### src/rtl/jx2_mem_tile_resp.sv
// Memory-side responder for 128-bit instruction tile reads: fetches four 32-bit
// beats from a narrow backing port and returns them as one tile with HOLD/OK/FAULT.
module jx2_mem_tile_resp #(
  parameter logic [47:0] ADDR_LIMIT   = 48'h0000_0100_0000,
  parameter int unsigned BEAT_TIMEOUT = 255
) (
  input  logic         clock,
  input  logic         reset,
  input  logic [47:0]  memPcAddr,
  input  logic [4:0]   memPcOpm,
  output logic [127:0] memPcData,
  output logic [1:0]   memPcOK,
  output logic [47:0]  bkAddr,
  output logic         bkReq,
  input  logic [31:0]  bkData,
  input  logic         bkOK
);

  localparam logic [4:0] OPM_RD_TILE = 5'h07;
  localparam logic [1:0] OK_READY    = 2'b00;
  localparam logic [1:0] OK_OK       = 2'b01;
  localparam logic [1:0] OK_HOLD     = 2'b10;
  localparam logic [1:0] OK_FAULT    = 2'b11;

  typedef enum logic [2:0] {
    StIdle,
    StFetch,
    StCommit,
    StDone,
    StFault
  } tileState_t;

  tileState_t   state, stateNext;
  logic [47:0]  reqAddr, reqAddrNext;
  logic [127:0] tile, tileNext;
  logic [1:0]   beat, beatNext;
  logic [7:0]   tout, toutNext;
  logic [1:0]   okNext;
  logic [127:0] dataNext;
  logic [47:0]  bkAddrNext;
  logic         bkReqNext;
  logic         startReq;

  logic         isRead;
  logic         sameAddr;
  logic [48:0]  tileEnd;
  logic         outOfRange;
  logic [7:0]   toutInc;

  assign isRead     = (memPcOpm == OPM_RD_TILE);
  assign sameAddr   = (memPcAddr == reqAddr);
  // One extra bit so a wrap past 2^48 also lands above the limit.
  assign tileEnd    = {1'b0, memPcAddr} + 49'd15;
  assign outOfRange = (tileEnd >= {1'b0, ADDR_LIMIT});
  assign toutInc    = tout + 8'd1;

  always_ff @(posedge clock) begin
    if (reset) begin
      state     <= StIdle;
      reqAddr   <= '0;
      tile      <= '0;
      beat      <= '0;
      tout      <= '0;
      memPcOK   <= OK_READY;
      memPcData <= '0;
      bkAddr    <= '0;
      bkReq     <= 1'b0;
    end else begin
      state     <= stateNext;
      reqAddr   <= reqAddrNext;
      tile      <= tileNext;
      beat      <= beatNext;
      tout      <= toutNext;
      memPcOK   <= okNext;
      memPcData <= dataNext;
      bkAddr    <= bkAddrNext;
      bkReq     <= bkReqNext;
    end
  end

  always_comb begin
    stateNext   = state;
    reqAddrNext = reqAddr;
    tileNext    = tile;
    beatNext    = beat;
    toutNext    = tout;
    okNext      = memPcOK;
    dataNext    = memPcData;
    bkAddrNext  = bkAddr;
    bkReqNext   = bkReq;
    startReq    = 1'b0;

    case (state)
      StIdle: startReq = isRead;

      StFetch: begin
        if (!isRead || !sameAddr) begin
          stateNext = StIdle;
          okNext    = OK_READY;
          bkReqNext = 1'b0;
        end else if (bkReq && bkOK) begin
          tileNext[{beat, 5'd0} +: 32] = bkData;
          toutNext = '0;
          if (beat == 2'd3) begin
            stateNext = StCommit;
            bkReqNext = 1'b0;
          end else begin
            beatNext   = beat + 2'd1;
            bkAddrNext = bkAddr + 48'd4;
          end
        end else if (toutInc == 8'(BEAT_TIMEOUT)) begin
          stateNext = StFault;
          okNext    = OK_FAULT;
          dataNext  = '0;
          bkReqNext = 1'b0;
          toutNext  = toutInc;
        end else begin
          toutNext = toutInc;
        end
      end

      // Publish the assembled tile one cycle after the last beat.
      StCommit: begin
        if (!isRead || !sameAddr) begin
          stateNext = StIdle;
          okNext    = OK_READY;
        end else begin
          stateNext = StDone;
          okNext    = OK_OK;
          dataNext  = tile;
        end
      end

      StDone, StFault: begin
        if (!isRead) begin
          stateNext = StIdle;
          okNext    = OK_READY;
        end else if (!sameAddr) begin
          startReq = 1'b1;
        end
      end

      default: begin
        stateNext = StIdle;
        okNext    = OK_READY;
        bkReqNext = 1'b0;
      end
    endcase

    if (startReq) begin
      reqAddrNext = memPcAddr;
      beatNext    = '0;
      toutNext    = '0;
      tileNext    = '0;
      if (outOfRange) begin
        stateNext = StFault;
        okNext    = OK_FAULT;
        dataNext  = '0;
        bkReqNext = 1'b0;
      end else begin
        stateNext  = StFetch;
        okNext     = OK_HOLD;
        bkReqNext  = 1'b1;
        bkAddrNext = {memPcAddr[47:2], 2'b00};
      end
    end
  end

endmodule

### config.mk
export PLATFORM = sky130hd
export DESIGN_NAME = jx2_mem_tile_resp
export DESIGN_NICKNAME = d
export VERILOG_FILES = /design/src/rtl/jx2_mem_tile_resp.sv
export SDC_FILE = /design/constraint.sdc
export NUM_CORES = 1
export LEC_CHECK = 0
export ABC_AREA = 1
export ABC_CLOCK_PERIOD_IN_PS = 5770
export CAP_MARGIN = 15
export CELL_PAD_IN_SITES_DETAIL_PLACEMENT = 2
export CELL_PAD_IN_SITES_GLOBAL_PLACEMENT = 2
export CORE_ASPECT_RATIO = 1.1
export CORE_MARGIN = 2
export CORE_UTILIZATION = 33
export DETAILED_ROUTE_END_ITERATION = 7
export PLACE_DENSITY_LB_ADDON = 0.1
export SETUP_SLACK_MARGIN = 0.2
export SLEW_MARGIN = 20
export SYNTH_ARGS = -nofsm -noshare
export SYNTH_HDL_FRONTEND = slang
export SYNTH_SLANG_ARGS = --single-unit
export TNS_END_PERCENT = 20
### constraint.sdc
create_clock -name clock -period 5.77 [get_ports clock]
set_input_delay 1.154 -clock clock [delete_from_list [all_inputs] [get_ports clock]]
set_output_delay 1.154 -clock clock [all_outputs]
set_load 0.02 [all_outputs]
==> metrics.md <==
| Metric | Value |
|---|---|
| CTS tree | `built` |
| Max Cap Violations | `0` |
| Distinct cells, synth | `40` |
| Postcts setup bufs | `0` |
| # fillers | `about 8000` |
| Sequential power share | `slightly above 30%` |
| Clock power share | `a little over a quarter` |
| Drt drc | `0` |
| TNS Setup | `0 ns` |
| Post-Syn Area | `~0.022 mm²` |
| Period utilisation layout | `between 70% and 80%` |
| Critical path peak fanout | `52` |
| Fraction of layout cells with a size suffix above 1 | `between 8 and 9%` |
| Initial antenna violation count | `7` |
| Post-Route WL | `~92000 µm` |
| Outcome | `completed` |
| EDFF count, synth | `0` |
| Synth top area share | `33.9%` |
| Critical path class | `reg -> reg` |
| Cell taking the most area after synthesis | `dfxtp_1` |
| Most frequent CP cell | `inv_1` |
| Clock sinks | `approximately 370` |
| Most frequent cells in the layout | `936 x nand2_1, 457 x inv_1, 391 x nor2_1, 365 x dfxtp_1, 341 x a21oi_1` |
| Max incr delay on CP | `around 0.8 ns` |
| FP Rows | `98` |
| Leak pwr | `around 11 nW` |
| HP Class | `reg -> reg` |
| Via/cell ratio | `around 5` |
| Reg clk slew, reported paths | `approximately 0.06 ns` |
| Max transition margin | `between 20 and 30%` |
| DR vias | `23069` |
| IO Count | `around 270` |
| # setup viols final | `0` |
| First-pass GRT wire length | `approximately 140000 µm` |
| Gr usage total | `between 20 and 30%` |
| Cell-internal power | `6.29 mW` |
| Slowest-stage cell, CP | `inv_1` |
| Critical path arrival | `roughly 5 ns` |
| Area after DPL | `0.0247 mm²` |
| Vias in the first global route | `about 25000` |
| HPWL Detailed | `roughly 67000 µm` |
| Seq/Total Area, Yosys | `about 34%` |
| Ys flop type | `dfxtp_1` |
| Post-synth ARST share | `0%` |
| CTS root buf | `clkbuf_16` |
| Worst path bufs/invs | `5` |
| Worst Max-Slew Pin Slew | `between 1 and 1.5 ns` |
| Antenna viol nets, final | `0` |
| Hold_buf cts | `0` |
| Max Transition Viols Final | `0` |
| Critical path endpoint category | `flop` |
| Most common cell after layout, fill and taps aside | `nand2_1` |
| GPL Wtd Cong | `~0.89` |
| Synth-to-layout area growth | `21.1%` |
| Post-Layout Inst Area | `0.0262 mm²` |
| CP cell instances | `buf_4, inv_1, ha_1, inv_1, nor2_1, inv_1, nor2_1, inv_1, nor2_1, o21ai_0, a21oi_1` |
| Total CTS buffers | `46` |
| Die Span Y | `273 µm` |
| Clk_skew | `0.0194 ns` |
| Yosys warning total | `0` |
| CTS H-Tree Depth | `2` |
| Largest net degree at the start of global routing | `roughly 130` |
| R2R Setup Slk | `1.17 ns` |
| Hold Crit Start | `tile[113]` |
| P_sw | `4.83 mW` |
| CP startpoint kind | `flop` |
| CP delay by family, top | `buffers and inverters` |
| Dominant cells by area after synthesis | `dfxtp_1 34%, nand2_1 16%, inv_1 8.0%` |
| Time the worst path needs with I/O delays and setup | `approximately 4.6 ns` |
| Register bit count reported by yosys | `roughly 370` |
| RSZ-0062 raised after global routing | `false` |
| Pre-Repair DR Iteration Count | `4` |
| Global route total overflow | `0` |
| WHS Endpoint | `tile[113]` |
| VDD IR-drop max | `~0.00042 V` |
| Final Net Count | `between 3000 and 4000` |
| Achievable Freq | `between 200 and 250 MHz` |
| CTS max path bufs | `3` |
| Starting DRT DRC Count | `~1100` |
| Die Wd | `248 µm` |
| Drt wl/cell | `just over 20 µm` |
| Critical R2R Launch | `beat[0]` |
| Hold Path Depth | `2` |
| Switching share of total power | `around 43%` |
| Die area | `0.0676 mm²` |
| Clock latency on the worst-skew pair | `approximately 0.61 ns` |
| Synth Instances | `3488` |
| PwrDens | `425 mW/mm²` |
| R2r worst-path depth | `11` |
| Post-Syn Area per Cell | `a little over 6 µm²` |
| Starting density of the core | `roughly a third` |
| Core area | `roughly 0.065 mm²` |
| R2r endpoint | `tile[78]` |
| CP required | `6.29 ns` |
| Comb power frac | `roughly 43%` |
| Final hold vios | `0` |
| IO buf count | `approximately 260` |
| # resized after CTS | `0` |
-- cells by family (layout without fill, tap and decap cells) --
group / Yosys count / in the layout / share of synthesized area [%]
other: 1 / 7 / 0.0173
adders and majority gates: 9 / 9 / 0.520
buffers and inverters: 669 / 840 / 12.7
AOI/OAI and AO/OA: 762 / 762 / 19.4
DFF: 366 / 366 / 33.9
xor gates and xnor gates: 54 / 54 / 2.19
and+or+nand+nor: 1627 / 1627 / 31.3
-- per-layer routing --
metal	vias up	track usage [%]	share of wire, %
li1	11179	-	-
met1	11379	34.3	44
met2	350	46.7	49
met3	157	4.07	3.6
met4	4	8.60	3.2
met5	-	0	0.029
-- metrics by stage --
step | setup WS (ns) | instances | power, mW | hold WS, ns | utilization, %
5_1_grt | 0.673 | 4515 | 11.8 | 0.474 | 40.3
3_3_place_gp | 0.930 | 4429 | 8.07 | 0.437 | 38.0
4_1_cts | 1.13 | 4510 | 11.3 | 0.454 | 40.3
6_report | 1.17 | 4515 | 11.1 | 0.452 | 40.3
3_5_place_dp | 0.821 | 4429 | 8.29 | 0.443 | 38.0
2_1_floorplan | 2.86 | 3489 | 6.30 | 0.423 | -
-- cell usage after synthesis, types with 15 or more instances --
cell type	number
nand2_2	78
o21ai_0	313
xnor2_1	39
nand3_1	105
a21oi_2	100
clkbuf_1	139
buf_2	39
nor2_2	17
inv_1	459
xor2_1	15
dfxtp_1	366
nand4_1	45
nor3_1	18
nor2_1	393
a21oi_1	341
nand2_1	938
-- flip-flops by register name, indices dropped and copies added (netlist names) --
signal / cells
memPcData: 128
tile: 128
reqAddr: 48
bkAddr: 46
tout: 8
state: 3
beat: 2
memPcOK: 2
bkReq: 1
-- power groups by stage --
stage	registers, mW	clock network (mW)	logic (mW)
finish	3.39	2.91	4.82
global route	3.44	3.09	5.30
CTS	3.39	2.99	4.90
detailed placement	3.43	0	4.86
global placement	3.41	0	4.67
floorplan	3.77	0	2.53
-- worst max-delay path by stage --
| stage | start | endpoint | slack (ns) | depth (start not counted) |
|---|---|---|---|---|
| 2_1_floorplan | memPcAddr[31] | memPcData[66] | 2.86 | 14 |
| 3_3_place_gp | memPcAddr[39] | memPcData[52] | 0.93 | 12 |
| 3_5_place_dp | memPcAddr[39] | memPcData[55] | 0.82 | 12 |
| 4_1_cts | beat[0] | tile[78] | 1.13 | 11 |
| 5_1_grt | beat[0] | tile[78] | 0.67 | 11 |
| 6_report | beat[0] | tile[78] | 1.17 | 11 |
-- area by class of cell --
| type | count | area, µm² | area share [%] |
|---|---|---|---|
| diodes | 5 | 12.5 | 0.0478 |
| clock inverters | 11 | 138 | 0.526 |
| repair buffers | 295 | 2940 | 11.2 |
| clock buffers | 70 | 1330 | 5.08 |
| inverters | 464 | 1750 | 6.68 |
| multi-input cells | 2454 | 11600 | 44.4 |
| flip-flops and latches | 366 | 7330 | 28.0 |
| well taps | 850 | 1060 | 4.06 |
-- worst register-to-register path, stage by stage (launching register included) --
cell and delay (ns):
dfxtp_2 0.31, buf_4 0.47, inv_1 0.26, ha_1 0.39, inv_1 0.07, nor2_1 0.79, inv_1 0.80, nor2_1 0.60
inv_1 0.35, nor2_1 0.17, o21ai_0 0.11, a21oi_1 0.19
No activity file was read; power rests on OpenSTA's default activity.
